[config.mk]
export PLATFORM = sky130hd
export DESIGN_NAME = cam_frame_sram_writer
export DESIGN_NICKNAME = d
export VERILOG_FILES = /design/src/rtl/cam_sram_pkg.sv /design/src/rtl/pix_skid_fifo.sv /design/src/rtl/cam_frame_sram_writer.sv
export SDC_FILE = /design/constraint.sdc
export NUM_CORES = 1
export LEC_CHECK = 0
export CAP_MARGIN = 40
export CORE_UTILIZATION = 50
export DETAILED_ROUTE_END_ITERATION = 6
export PLACE_DENSITY = 0.76
export SYNTH_ARGS = -nofsm -noshare
export SYNTH_HDL_FRONTEND = slang
export SYNTH_SLANG_ARGS = --single-unit
export TNS_END_PERCENT = 5
[constraint.sdc]
create_clock -name wclk -period 2.7 [get_ports wclk]
set_input_delay 0.27 -clock wclk [delete_from_list [all_inputs] [get_ports wclk]]
set_output_delay 0.27 -clock wclk [all_outputs]
set_load 0.02 [all_outputs]
[src/rtl/cam_sram_pkg.sv]
// Shared types for the camera frame writer: capture states, write phases, pixel entry.
// Frame geometry helpers derive the pixel count and the last valid pixel index.
package cam_sram_pkg;

  typedef enum logic [2:0] {
    IDLE,
    SYNC,
    CAPTURE,
    DRAIN,
    DONE
  } cap_state_t;

  typedef enum logic [1:0] {
    WR_IDLE,
    WR_W1,
    WR_W2
  } wr_phase_t;

  localparam int unsigned PIX_ADDR_W = 17;
  localparam int unsigned PIX_DATA_W = 16;

  // Default-geometry entry; the writer builds a width-matched copy from its parameters.
  typedef struct packed {
    logic [PIX_ADDR_W-1:0] addr;
    logic [PIX_DATA_W-1:0] data;
  } pix_entry_t;

  function automatic int unsigned frame_pix(input int unsigned h_res, input int unsigned v_res);
    return h_res * v_res;
  endfunction

  function automatic int unsigned frame_last(input int unsigned h_res, input int unsigned v_res);
    return frame_pix(h_res, v_res) - 1;
  endfunction

endpackage

[src/rtl/pix_skid_fifo.sv]
// Synchronous FIFO: one-cycle push-to-pop visibility, combinational read data at head.
// Push is refused when full unless a pop happens in the same cycle.
module pix_skid_fifo #(
  parameter int unsigned WIDTH = 33,
  parameter int unsigned DEPTH = 4
) (
  input  logic             wclk,
  input  logic             rst_n,
  input  logic             push,
  input  logic [WIDTH-1:0] push_dat,
  input  logic             pop,
  output logic [WIDTH-1:0] pop_dat,
  output logic             full,
  output logic             empty
);

  localparam int unsigned PTR_W = (DEPTH > 1) ? $clog2(DEPTH) : 1;

  logic [WIDTH-1:0] mem [DEPTH];
  logic [PTR_W-1:0] wr_ptr;
  logic [PTR_W-1:0] rd_ptr;
  logic [PTR_W:0]   count;
  logic             do_push;
  logic             do_pop;

  assign empty   = (count == '0);
  assign full    = (count == (PTR_W+1)'(DEPTH));
  assign do_pop  = pop && !empty;
  assign do_push = push && (!full || do_pop);
  assign pop_dat = mem[rd_ptr];

  always_ff @(posedge wclk or negedge rst_n) begin
    if (!rst_n) begin
      wr_ptr <= '0;
      rd_ptr <= '0;
      count  <= '0;
    end else begin
      if (do_push) wr_ptr <= wr_ptr + 1'b1;
      if (do_pop)  rd_ptr <= rd_ptr + 1'b1;
      if (do_push && !do_pop)      count <= count + 1'b1;
      else if (do_pop && !do_push) count <= count - 1'b1;
    end
  end

  always_ff @(posedge wclk) begin
    if (do_push) mem[wr_ptr] <= push_dat;
  end

endmodule

[src/rtl/cam_frame_sram_writer.sv]
// Captures one camera frame per trigger into an SRAM bank (ping-pong in continuous mode).
// Pixel-to-W1 latency 1 cycle, 2 cycles per write; grant stalls absorbed by the skid FIFO, overflow drops pixels.
module cam_frame_sram_writer
  import cam_sram_pkg::*;
#(
  parameter int unsigned DATA_W      = 16,
  parameter int unsigned CAM_ADDR_W  = 17,
  parameter int unsigned SRAM_ADDR_W = 19,
  parameter int unsigned H_RES       = 320,
  parameter int unsigned V_RES       = 240,
  parameter int unsigned BANK_STRIDE = 131072,
  parameter int unsigned FIFO_DEPTH  = 4
) (
  input  logic                   wclk,
  input  logic                   rst_n,
  input  logic                   enable,
  input  logic                   continuous,
  input  logic [CAM_ADDR_W-1:0]  cam_addr,
  input  logic [DATA_W-1:0]      cam_data,
  input  logic                   cam_we,
  input  logic                   sram_grant,
  output logic                   sram_req,
  output logic                   sram_ce,
  output logic                   sram_we,
  output logic                   sram_oe,
  output logic [SRAM_ADDR_W-1:0] sram_addr,
  output logic [DATA_W-1:0]      sram_data,
  output logic                   busy,
  output logic                   done,
  output logic                   frame_bank,
  output logic                   overflow
);

  localparam logic [CAM_ADDR_W-1:0] LAST = CAM_ADDR_W'(frame_last(H_RES, V_RES));

  typedef struct packed {
    logic [CAM_ADDR_W-1:0] addr;
    logic [DATA_W-1:0]     data;
  } pix_t;

  cap_state_t             state;
  wr_phase_t              wr_phase;
  logic                   bank;
  pix_t                   push_ent;
  pix_t                   pop_ent;
  logic                   push_req;
  logic                   push_drop;
  logic                   pop;
  logic                   fifo_full;
  logic                   fifo_empty;
  logic [SRAM_ADDR_W-1:0] bank_base;

  assign push_ent  = '{addr: cam_addr, data: cam_data};
  assign sram_req  = !fifo_empty;
  assign sram_oe   = 1'b0;
  assign bank_base = bank ? SRAM_ADDR_W'(BANK_STRIDE) : '0;

  // A new write may begin in the W2 cycle of the previous one, giving 2 cycles per pixel.
  assign pop       = !fifo_empty && sram_grant && (wr_phase != WR_W1);
  assign push_drop = push_req && fifo_full && !pop;

  always_comb begin
    push_req = 1'b0;
    case (state)
      SYNC:    push_req = cam_we && (cam_addr == '0);
      CAPTURE: push_req = cam_we && (cam_addr <= LAST);
      default: push_req = 1'b0;
    endcase
  end

  pix_skid_fifo #(
    .WIDTH ($bits(pix_t)),
    .DEPTH (FIFO_DEPTH)
  ) u_fifo (
    .wclk     (wclk),
    .rst_n    (rst_n),
    .push     (push_req),
    .push_dat (push_ent),
    .pop      (pop),
    .pop_dat  (pop_ent),
    .full     (fifo_full),
    .empty    (fifo_empty)
  );

  always_ff @(posedge wclk or negedge rst_n) begin
    if (!rst_n) begin
      state      <= IDLE;
      bank       <= 1'b0;
      busy       <= 1'b0;
      done       <= 1'b0;
      frame_bank <= 1'b0;
      overflow   <= 1'b0;
    end else begin
      done <= 1'b0;
      if (push_drop) overflow <= 1'b1;
      case (state)
        IDLE: begin
          if (enable) begin
            state    <= SYNC;
            busy     <= 1'b1;
            overflow <= 1'b0;
          end
        end
        SYNC: begin
          if (push_req) state <= (LAST == '0) ? DRAIN : CAPTURE;
        end
        CAPTURE: begin
          // The last index ends the frame even if it was dropped on a full FIFO.
          if (cam_we && (cam_addr == LAST)) state <= DRAIN;
        end
        DRAIN: begin
          // A write in W2 completes on this edge, so it no longer counts as in flight.
          if (fifo_empty && (wr_phase != WR_W1)) begin
            state      <= DONE;
            done       <= 1'b1;
            frame_bank <= bank;
          end
        end
        DONE: begin
          if (continuous && enable) begin
            bank  <= ~bank;
            state <= SYNC;
          end else begin
            state <= IDLE;
            busy  <= 1'b0;
          end
        end
        default: begin
          state <= IDLE;
          busy  <= 1'b0;
        end
      endcase
    end
  end

  always_ff @(posedge wclk or negedge rst_n) begin
    if (!rst_n) begin
      wr_phase  <= WR_IDLE;
      sram_ce   <= 1'b0;
      sram_we   <= 1'b0;
      sram_addr <= '0;
      sram_data <= '0;
    end else if (pop) begin
      wr_phase  <= WR_W1;
      sram_ce   <= 1'b1;
      sram_we   <= 1'b1;
      sram_addr <= bank_base + SRAM_ADDR_W'(pop_ent.addr);
      sram_data <= pop_ent.data;
    end else if (wr_phase == WR_W1) begin
      wr_phase <= WR_W2;
    end else begin
      wr_phase <= WR_IDLE;
      sram_ce  <= 1'b0;
      sram_we  <= 1'b0;
    end
  end

endmodule

After elaboration in Yosys (flattened, before gate mapping)
Memories as Yosys holds them, arrays and structs flattened.
Index checks and enable logic that the tools add are counted.
Widths: inputs -> output; s select.
- $add $sub $neg: 5
- order comparisons: 1
- equal/unequal tests: 14
- muxes and demuxes: 24
- bitwise gates (word level): 2
- reduce and logical (&&, ||, !) cells: 28
- operators by type and width (operator ; number):
    $add 18x17->19 ; 1
    $mux 18 ; 1
    $mux 3 ; 6
    $eq 17x17->1 const B ; 1
    $le 17x17->1 const B ; 1
    $logic_not 17->1 ; 1
    $pmux 3 s5 ; 1
    $logic_and 1x1->1 ; 13
    $mux 1 ; 12
    $ne 2x2->1 const B ; 6
    $eq 3x2->1 const B ; 2
    $eq 3x3->1 const B ; 2
    $logic_not 3->1 ; 2
    $logic_not 1->1 ; 5
    $add 2x1->2 const B ; 2
    $mux 2 ; 2
    $reduce_and 2->1 ; 2
    $reduce_and 4->1 ; 1
    $add 3x1->3 const B ; 1
    $eq 3x1->1 const B ; 1
    $pmux 1 s3 ; 1
    $reduce_and 3->1 ; 1
    $reduce_or 3->1 ; 1
    $sub 3x1->3 const B ; 1
    other kinds (6) ; 7
- register bits: 53
- memory bits (writable): 132
- bits of input ports: 39
- output and inout bits: 43
- logic and storage cells: 88
- memories: 1
- memories (name ; depth ; bits a word ; rd ports ; clocked after memory_dff ; write ports ; line ; source):
    u_fifo.mem ; 4 ; 33 ; 1 ; 0 ; 1 ; pix_skid_fifo.sv:19 ; logic [WIDTH-1:0] mem [DEPTH];

Depth between registers and ports, before layout
- depth after elaboration: 11
- depth in mapped cells: 11
- mapped depth without buffers: 10

Modules after synthesis
A second synthesis with hierarchy kept.
- cell total of the unflattened synthesis: 350
- area, all modules: 7164.4 µm²
- modules (own cells, without submodules) (module ; instances ; cells each ; area each (µm²) ; sequential area each (µm²)):
    pix_skid_fifo ; 1 ; 208 ; 5242.5 ; 4139.0
    cam_frame_sram_writer ; 1 ; 142 ; 1921.8 ; 1126.1

Least setup slack after synthesis
No wires, ideal clock.
- path kind: flip-flop to flip-flop
- start point: register state[1]
- end point: memory u_fifo.mem[0][0], enable pin
- setup time: 393 ps
- arrival: 2273 ps
- required time: 2307 ps
- setup slack: 34 ps
- cell stages (with the launch flop): 7
- path buffers: 1
- period minus slack after synthesis: 2666 ps
- path through: dfrtp_1 > buf_12 > nand2b_2 > nor2_2 > or4_4 > a21oi_4 > and2_1
- cells in the longest elaborated chain, start to end: 5
- elaborated cells on any way between the ends: 6
- classes of those cells: eq/ne (2); mux (3); reduce/logical (1)
- RTL lines (item ; line ; source):
    from (decl) ; cam_frame_sram_writer.sv:41 ; cap_state_t state;
    from (signal assigned) ; cam_frame_sram_writer.sv:105 ; if (push_req) state <= (LAST == '0) ? DRAIN : CAPTURE;
    $eq 3x2->1 / $eq 3x1->1 (equally long branches) ; cam_frame_sram_writer.sv:64 ; case (state)
    $pmux 1 s2 (*) ; cam_frame_sram_writer.sv:64 ;
    $logic_and 1x1->1 (*) ; pix_skid_fifo.sv:29 ; assign do_push = push && (!full || do_pop);
    via u_fifo.do_push ; pix_skid_fifo.sv:23 ; logic do_push;
    $mux 1 (*) ; pix_skid_fifo.sv:46 ; if (do_push) mem[wr_ptr] <= push_dat;
    $mux 1 (implied by the code) (*) ; pix_skid_fifo.sv:46 ;
    to (decl) ; pix_skid_fifo.sv:19 ;
The timed path passes the listed nets; every way through them passes the cells marked *.

Worst setup path in the final report
- start point: input cam_addr[16]
- end point: register u_fifo.count[2]
- cells in the longest elaborated chain, start to end: 7
- elaborated cells on any way between the ends: 11
- classes of those cells: order compare (1); mux (2); reduce/logical (8)
- RTL lines (item ; line ; source):
    from (decl) ; cam_frame_sram_writer.sv:18 ; input logic [CAM_ADDR_W-1:0] cam_addr,
    $le 17x17->1 / $logic_not 17->1 (equally long branches) ; cam_frame_sram_writer.sv:66, cam_frame_sram_writer.sv:65 ;
    $logic_and 1x1->1, on equally long branches ; cam_frame_sram_writer.sv:66, cam_frame_sram_writer.sv:65 ;
    $pmux 1 s2 (*) ; cam_frame_sram_writer.sv:64 ;
    $logic_and 1x1->1 (*) ; pix_skid_fifo.sv:29 ;
    via u_fifo.do_push ; pix_skid_fifo.sv:23 ;
    $logic_not 1->1 ; pix_skid_fifo.sv:41 ; else if (do_pop && !do_push) count <= count - 1'b1;
    $logic_and 1x1->1 ; pix_skid_fifo.sv:41 ;
    $reduce_bool 2->1 (no line) ; n/a ;
    to (signal assigned) ; pix_skid_fifo.sv:40 ; if (do_push && !do_pop) count <= count + 1'b1;
    to (signal assigned) ; pix_skid_fifo.sv:41 ;
    to (decl) ; pix_skid_fifo.sv:22 ; logic [PTR_W:0] count;
Marks and branches as above.
A chain may end at the register's enable or synchronous reset.

==> results.tsv <==
stage	metric	value	unit
run_status	status	finished, final reports clean	
setup_path	Crit Path Max Fanout	2	
route	Routed Antenna Nets	0	
synthesis	area share of the largest cell type after synthesis	56.4	%
route	detailed-route wire length	12600	microns
setup_path	Setup crit end kind	flop	
clock_network	CTS tree	built	
sta	Slew @ Worst Pin	0.571	ns
global_routing	largest net degree at the start of global routing	38	
place	Placed Instances	625	
place	DP HPWL	8090	microns
synthesis	Synth cell types	37	
sta	min Tclk post-route	2.62	ns
synthesis	asr flop ratio synth	28.3	%
synthesis	Post-synth top cells	edfxtp_1 (132), dfrtp_1 (52), mux2_2 (36), mux4_2 (33), nand2_1 (18)	
floorplan	total core area	13500	sq um
synthesis	number of synthesized flops with an enable pin	132	
synthesis	Post-synth top flop	edfxtp_1	
setup_path	startpoint types	input port	
setup_path	worst reg2reg path depth	10	
route	routed vias	3533	
power_and_ir_drop	Pwr per Cell Area	991	nW/um^2
sta	final worst-path cycle share	97.1	%
power_and_ir_drop	Max VDD drop	0.502	mV
route	DR pass1 iterations	4	
synthesis	Mean Syn Cell Area	20.0	sq um
setup_path	r2r setup slk	0.14	ns
floorplan	Die Height	121	microns
sta	Hold Vio Cnt, Final	0	
setup_path	critical path launch point	cam_addr[16]	
global_routing	global-route wire length before repair	19900	microns
synthesis	synth warn	0	
route	iteration-0 DRC count of the detailed router	389	
floorplan	DIE AREA	14500	sq um
setup_path	Req. time, crit path	3.05	ns
layout	n_diodes	0	
clock_network	Post-CTS Setup Inserts	0	
synthesis	most numerous cell in the Yosys netlist	edfxtp_1	
worst_hold_path	Worst Hold Class	in2reg	
synthesis	synthesis-stage register bit count	184	
sta	Worst slew margin	61.9	%
place	Placed Area	8330	sq um
clock_network	clock sink count	184	
sta	Clock Skew	0.00718	ns
clock_network	clock latency on the worst-skew pair	0.42	ns
synthesis	Mapped Area	7030	sq um
clock_network	CTS root buf	clkbuf_16	
clock_network	CTS max path bufs	2	
sta	f_max	382	MHz
global_routing	GRT overflow	0	
layout	Final Cell Area	8970	sq um
setup_path	Worst EP arrival	2.97	ns
layout	share of layout cells above drive strength 1	30.3	%
sta	Pins Over Slew Limit	0	
power_and_ir_drop	Leakage	0.00319	uW
floorplan	row cnt	42	
layout	non-filler cells, final	658	
synthesis	Synth area leader	edfxtp_1	
global_routing	Tot GR Track Use	19.4	%
synthesis	Gate Count Post-Synth	351	
route	DRC	0	
floorplan	die width	121	microns
setup_path	critical path class	in2reg	
clock_network	Worst-path clk slew	0.07	ns
setup_path	reg-to-reg endpoint	u_fifo.count[2]	
setup_path	Worst setup endpoint	u_fifo.count[2]	
synthesis	sequential fraction of the synthesis area	74.9	%
clock_network	# H-tree levels	4	
clock_network	CTS Buf Count	17	
run	max cap viols	0	
setup_path	r2r startpoint	state[2]	
place	Port-buffer cells	79	
route	via density per instance	5.37	
global_routing	vias in the first global route	3684	
sta	RSZ-0062 raised after global routing	no	
sta	final setup violation count	0	
synthesis	main area contributors after synthesis	edfxtp_1 (56%), dfrtp_1 (19%), mux4_2 (11%)	
floorplan	io pins	82	
global_routing	antenna violations before repair	0	
layout	P&R area growth vs syn	27.7	%
place	GPL Wtd Cong	0.751	
floorplan	Initial Util	52.2	%
route	Avg WL per Cell	19.1	microns
layout	nets@finish	514	
-- where the power goes --
part	total (uW)	leakage, uW	internal (uW)	switching, uW
registers	3700	0.00181	3410	292
clock network	2570	0.000296	1550	1020
logic	2620	0.00109	1460	1160
-- worst min path at each step --
| stage | start | endpoint | slack [ns] | depth (start not counted) |
|---|---|---|---|---|
| 2_1_floorplan | rst_n | bank | -0.03 | 0 |
| 3_3_place_gp | rst_n | sram_addr[6] | 0.26 | 1 |
| 3_5_place_dp | rst_n | sram_addr[6] | 0.26 | 1 |
| 4_1_cts | rst_n | sram_data[2] | 0.35 | 2 |
| 5_1_grt | cam_addr[14] | u_fifo.mem[0][30] | 0.23 | 1 |
| 6_report | cam_addr[14] | u_fifo.mem[3][30] | 0.20 | 1 |
-- metrics by stage --
stage / power (uW) / utilization [%] / setup slack [ns] / hold slack, ns / setup TNS [ns]
2_1_floorplan: 5370 / - / 0.0339 / -0.0256 / 0
3_5_place_dp: 6410 / 61.9 / -0.370 / 0.257 / -12.19
4_1_cts: 8980 / 66.6 / 0.0782 / 0.346 / 0
3_3_place_gp: 6340 / 61.9 / -0.297 / 0.264 / -11.99
5_1_grt: 9290 / 66.7 / 0.00657 / 0.228 / 0
6_report: 8890 / 66.7 / 0.0789 / 0.199 / 0
-- worst max-delay path, stage by stage --
cell and delay [ns]:
clkdlybuf4s50_1 0.43, nor4_1 0.34, nand2_1 0.16, or4_4 0.54
a21oi_4 0.18, ha_1 0.18, inv_1 0.05, fa_1 0.37
xor2_1 0.16, nor2_1 0.13, xor2_1 0.16
-- what timing repair did --
action                                  4_1_cts  5_1_grt
endpoints found under the setup margin        0        1
resized for setup                             0        2
endpoints found under the hold margin        18        0
hold buffers                                  1        0
-- sequential cells by signal (all words and copies together), names as in the netlist, 2 cells and up --
| register | flops |
|---|---|
| u_fifo.wr_ptr | 2 |
| u_fifo.count | 3 |
| state | 3 |
| u_fifo.mem | 132 |
| u_fifo.rd_ptr | 2 |
| wr_phase | 2 |
| sram_data | 16 |
| sram_addr | 18 |
-- layer usage --
metal	global-route usage, %	part of all wire [%]	up-vias
met5	0	0	-
met4	7.87	1.2	0
met3	4.86	3.8	10
met2	31.6	52	82
met1	25.1	43	1836
li1	-	-	1605
-- final cells by class --
class / instances / area, sq um
clock buffers: 17 / 425
clock inverters: 15 / 200
multi-input cells: 146 / 1660
fillers: 917 / 4480
inverters: 6 / 22.5
repair buffers: 114 / 1180
flip-flops and latches: 184 / 5270
well taps: 176 / 220
-- cells in the final DEF (no fill, tap or decap), types with 4 or more instances in the layout --
cell and n:
dfrtp_1 51, buf_4 24, inv_1 6, buf_12 10, clkinvlp_4 4, xnor2_1 6, nand2_1 18, clkbuf_16 17
mux4_2 33, bufinv_16 4, and2_2 4, nor2_1 8, clkdlybuf4s50_1 77, edfxtp_1 132, mux2_2 36, ha_1 5
-- kinds of logic after synthesis --
kind of cell    after synthesis  synth area share, %
flops                       184                 74.9
other cells                   1               0.0534
simple gates                 49                 3.56
fa+ha+maj                     6                 1.18
compound gates               12                 1.26
mux                          69                 16.3
buf+inv                      22                 1.67
xor+xnor                      8                0.997
No activity file was read; power rests on OpenSTA's default activity.
==> patch: new RTL, config.mk and constraints unchanged <==
Set the parameter `H_RES` to 256 (it was 320).
--- a/src/rtl/cam_frame_sram_writer.sv
+++ b/src/rtl/cam_frame_sram_writer.sv
@@ -8,3 +8,3 @@
   parameter int unsigned SRAM_ADDR_W = 19,
-  parameter int unsigned H_RES       = 320,
+  parameter int unsigned H_RES       = 256,
   parameter int unsigned V_RES       = 240,
Check against the original RTL: not equivalent (a bounded check fails within 4 cycles, from zero or initial values and one cycle with rst_n low).
==> patch against the original RTL <==
  * Cell count decreased by 0.15%
  * Die area rose by 0.95%
  * Register-to-register slack better by 0.23 ns
  * Power down 4.1%
  * Core utilization decreased by 2.2 points
  * Design area fell by 0.27%
  * Largest power group unchanged
  * Setup slack improved by 0.24 ns
  * Sequential cell count stayed put
  * Synthesized cell count shrank 0.85%
  * Wire length increased by 8.7%
  * Area after synthesis up 0.96%
  * Sequential share of layout area grew 0.17 points
  * Clock skew about the same
==> patch: results <==
metrics = {
    "synth": {
        "synth-async-reset-ratio_pct": 28.26,
        "synthAdderAreaFrac_pct": 1.164,
        "synthFlopType": "edfxtp_1",
        "ys_top_cells_by_area": "edfxtp_1 56%, dfrtp_1 18%, mux4_2 10%",
        "seq_area_frac_synth_pct": 74.22,
        "synth_compound_area_share_pct": 1.358,
        "yosysWarnings": 0,
        "synth_xor_area_share_pct": 0.9877,
        "synth_mux_area_share_pct": 16.24,
        "synth_edf_count": 132,
        "synth_cell_types": 40,
        "synth_commonest_cells": "132 x edfxtp_1, 52 x dfrtp_1, 35 x mux2_2",
    },
    "setup_path": {
        "path_delay_family": "buffers and inverters",
        "cpMaxStageDelayCell": "clkdlybuf4s50_1",
        "slowest_delay_ns": 0.46,
        "critical_path_arrival_ns": 2.73,
        "cp_max_fo": 4,
    },
    "placed_design": {
        "placed_area_um2": 8335,
        "dp_hpwl_um": 8486,
        "routabilityCongestion": 0.8441,
        "port_buffers": 79,
    },
    "power_and_ir_drop": {
        "switching_power_mw": 2.360,
        "peakVddDrop_uv": 576.9,
        "pg_seq_mw": 3.61,
        "comb_power_mw": 2.43,
        "p_comb_share_pct": 28.5,
        "p_leak_nw": 3.169,
    },
    "layout": {
        "antenna_cells": 0,
        "nNetsFinal": 509,
        "largestRegisters": "u_fifo.mem (132), sram_addr (18), sram_data (16)",
        "drive_gt1_share_pct": 31.87,
    },
    "grt": {
        "use_met2_pct": 34.00,
        "grt_pass1_wl_um": 21380,
        "grt_start_max_net_pins": 37,
        "first_global_vias": 3913,
        "use_met3_pct": 6.015,
        "grt_usage_pct": 20.66,
        "met1_usage_pct": 25.75,
        "antenna_found_initial": 0,
    },
    "routing": {
        "wl_met3_um": 667,
        "met2_length_um": 6986,
        "drtPass1Iterations": 4,
        "drtIter0Drc": 331,
        "m1WireLength_um": 5732,
        "drt_wl_total_um": 13690,
        "top_layer": "met4",
        "num_vias": 3606,
    },
    "hold_path": {
        "hold_path.class": "in -> async",
    },
    "timing": {
        "fin_skew_ns": 0.006755,
        "slew_headroom_pct": 52.08,
    },
    "clock_network": {
        "cts_buffers": 17,
        "post_cts_buffers": 0,
        "cts_buffer_depth": 2,
        "path_clk_slew_ns": 0.07,
        "cts-htree-levels": 4,
    },
    "run_status": {
        "status": "completed",
    },
}
==> patch: changes by cell type after synthesis, moves of 4 or more <==
| cell | change |
|---|---|
| nor3_1 | +4 |
| nand3_1 | +4 |
| nor2_1 | -5 |
| buf_4 | +5 |
| nand2_1 | -8 |
==> patch: metrics by stage <==
step	cells	worst slack, ns	setup TNS [ns]	hold WS [ns]
after floorplan	349	0.3044	0	-0.02559
after global placement	624	0.01414	0	0.3688
after detailed placement	624	-0.07735	-0.07735	0.3740
after CTS	657	0.3031	0	0.4565
after global routing	657	0.1815	0	0.4764
final	657	0.3231	0	0.4359
==> patch: what timing repair did <==
action,in CTS,in global routing
endpoints found under the hold margin,26,0
gates resized for setup,0,0
hold buffers,1,0
==> patch: worst paths after layout <==
path                                                 from                           end  slack [ns]  cells after the start
worst min-delay path                                rst_n     sram_data[14]$_DFFE_PN0N_        0.44                      2
min in group wclk                            cam_data[10]   u_fifo.mem[2][10]$_DFFE_PP_        0.48                      1
max in group asynchronous                           rst_n  u_fifo.rd_ptr[0]$_DFFE_PN0N_        1.54                      3
worst min register to register  sram_addr[17]$_DFFE_PN0N_     sram_addr[17]$_DFFE_PN0N_        0.49                      2
worst max register to register       state[1]$_DFFE_PN0P_   u_fifo.count[2]$_DFFE_PN0P_        0.37                      9
worst max-delay path                          cam_addr[8]   u_fifo.count[2]$_DFFE_PN0P_        0.32                     11
==> patch: layout make-up <==
type | count | area [um2]
Clock inverter | 15 | 177.7
Tap cell | 180 | 225.2
Inverter | 9 | 33.78
Sequential cell | 184 | 5268
Fill cell | 955 | 4932
Clock buffer | 17 | 425.4
Timing Repair Buffer | 112 | 1111
Multi-Input combinational cell | 140 | 1708
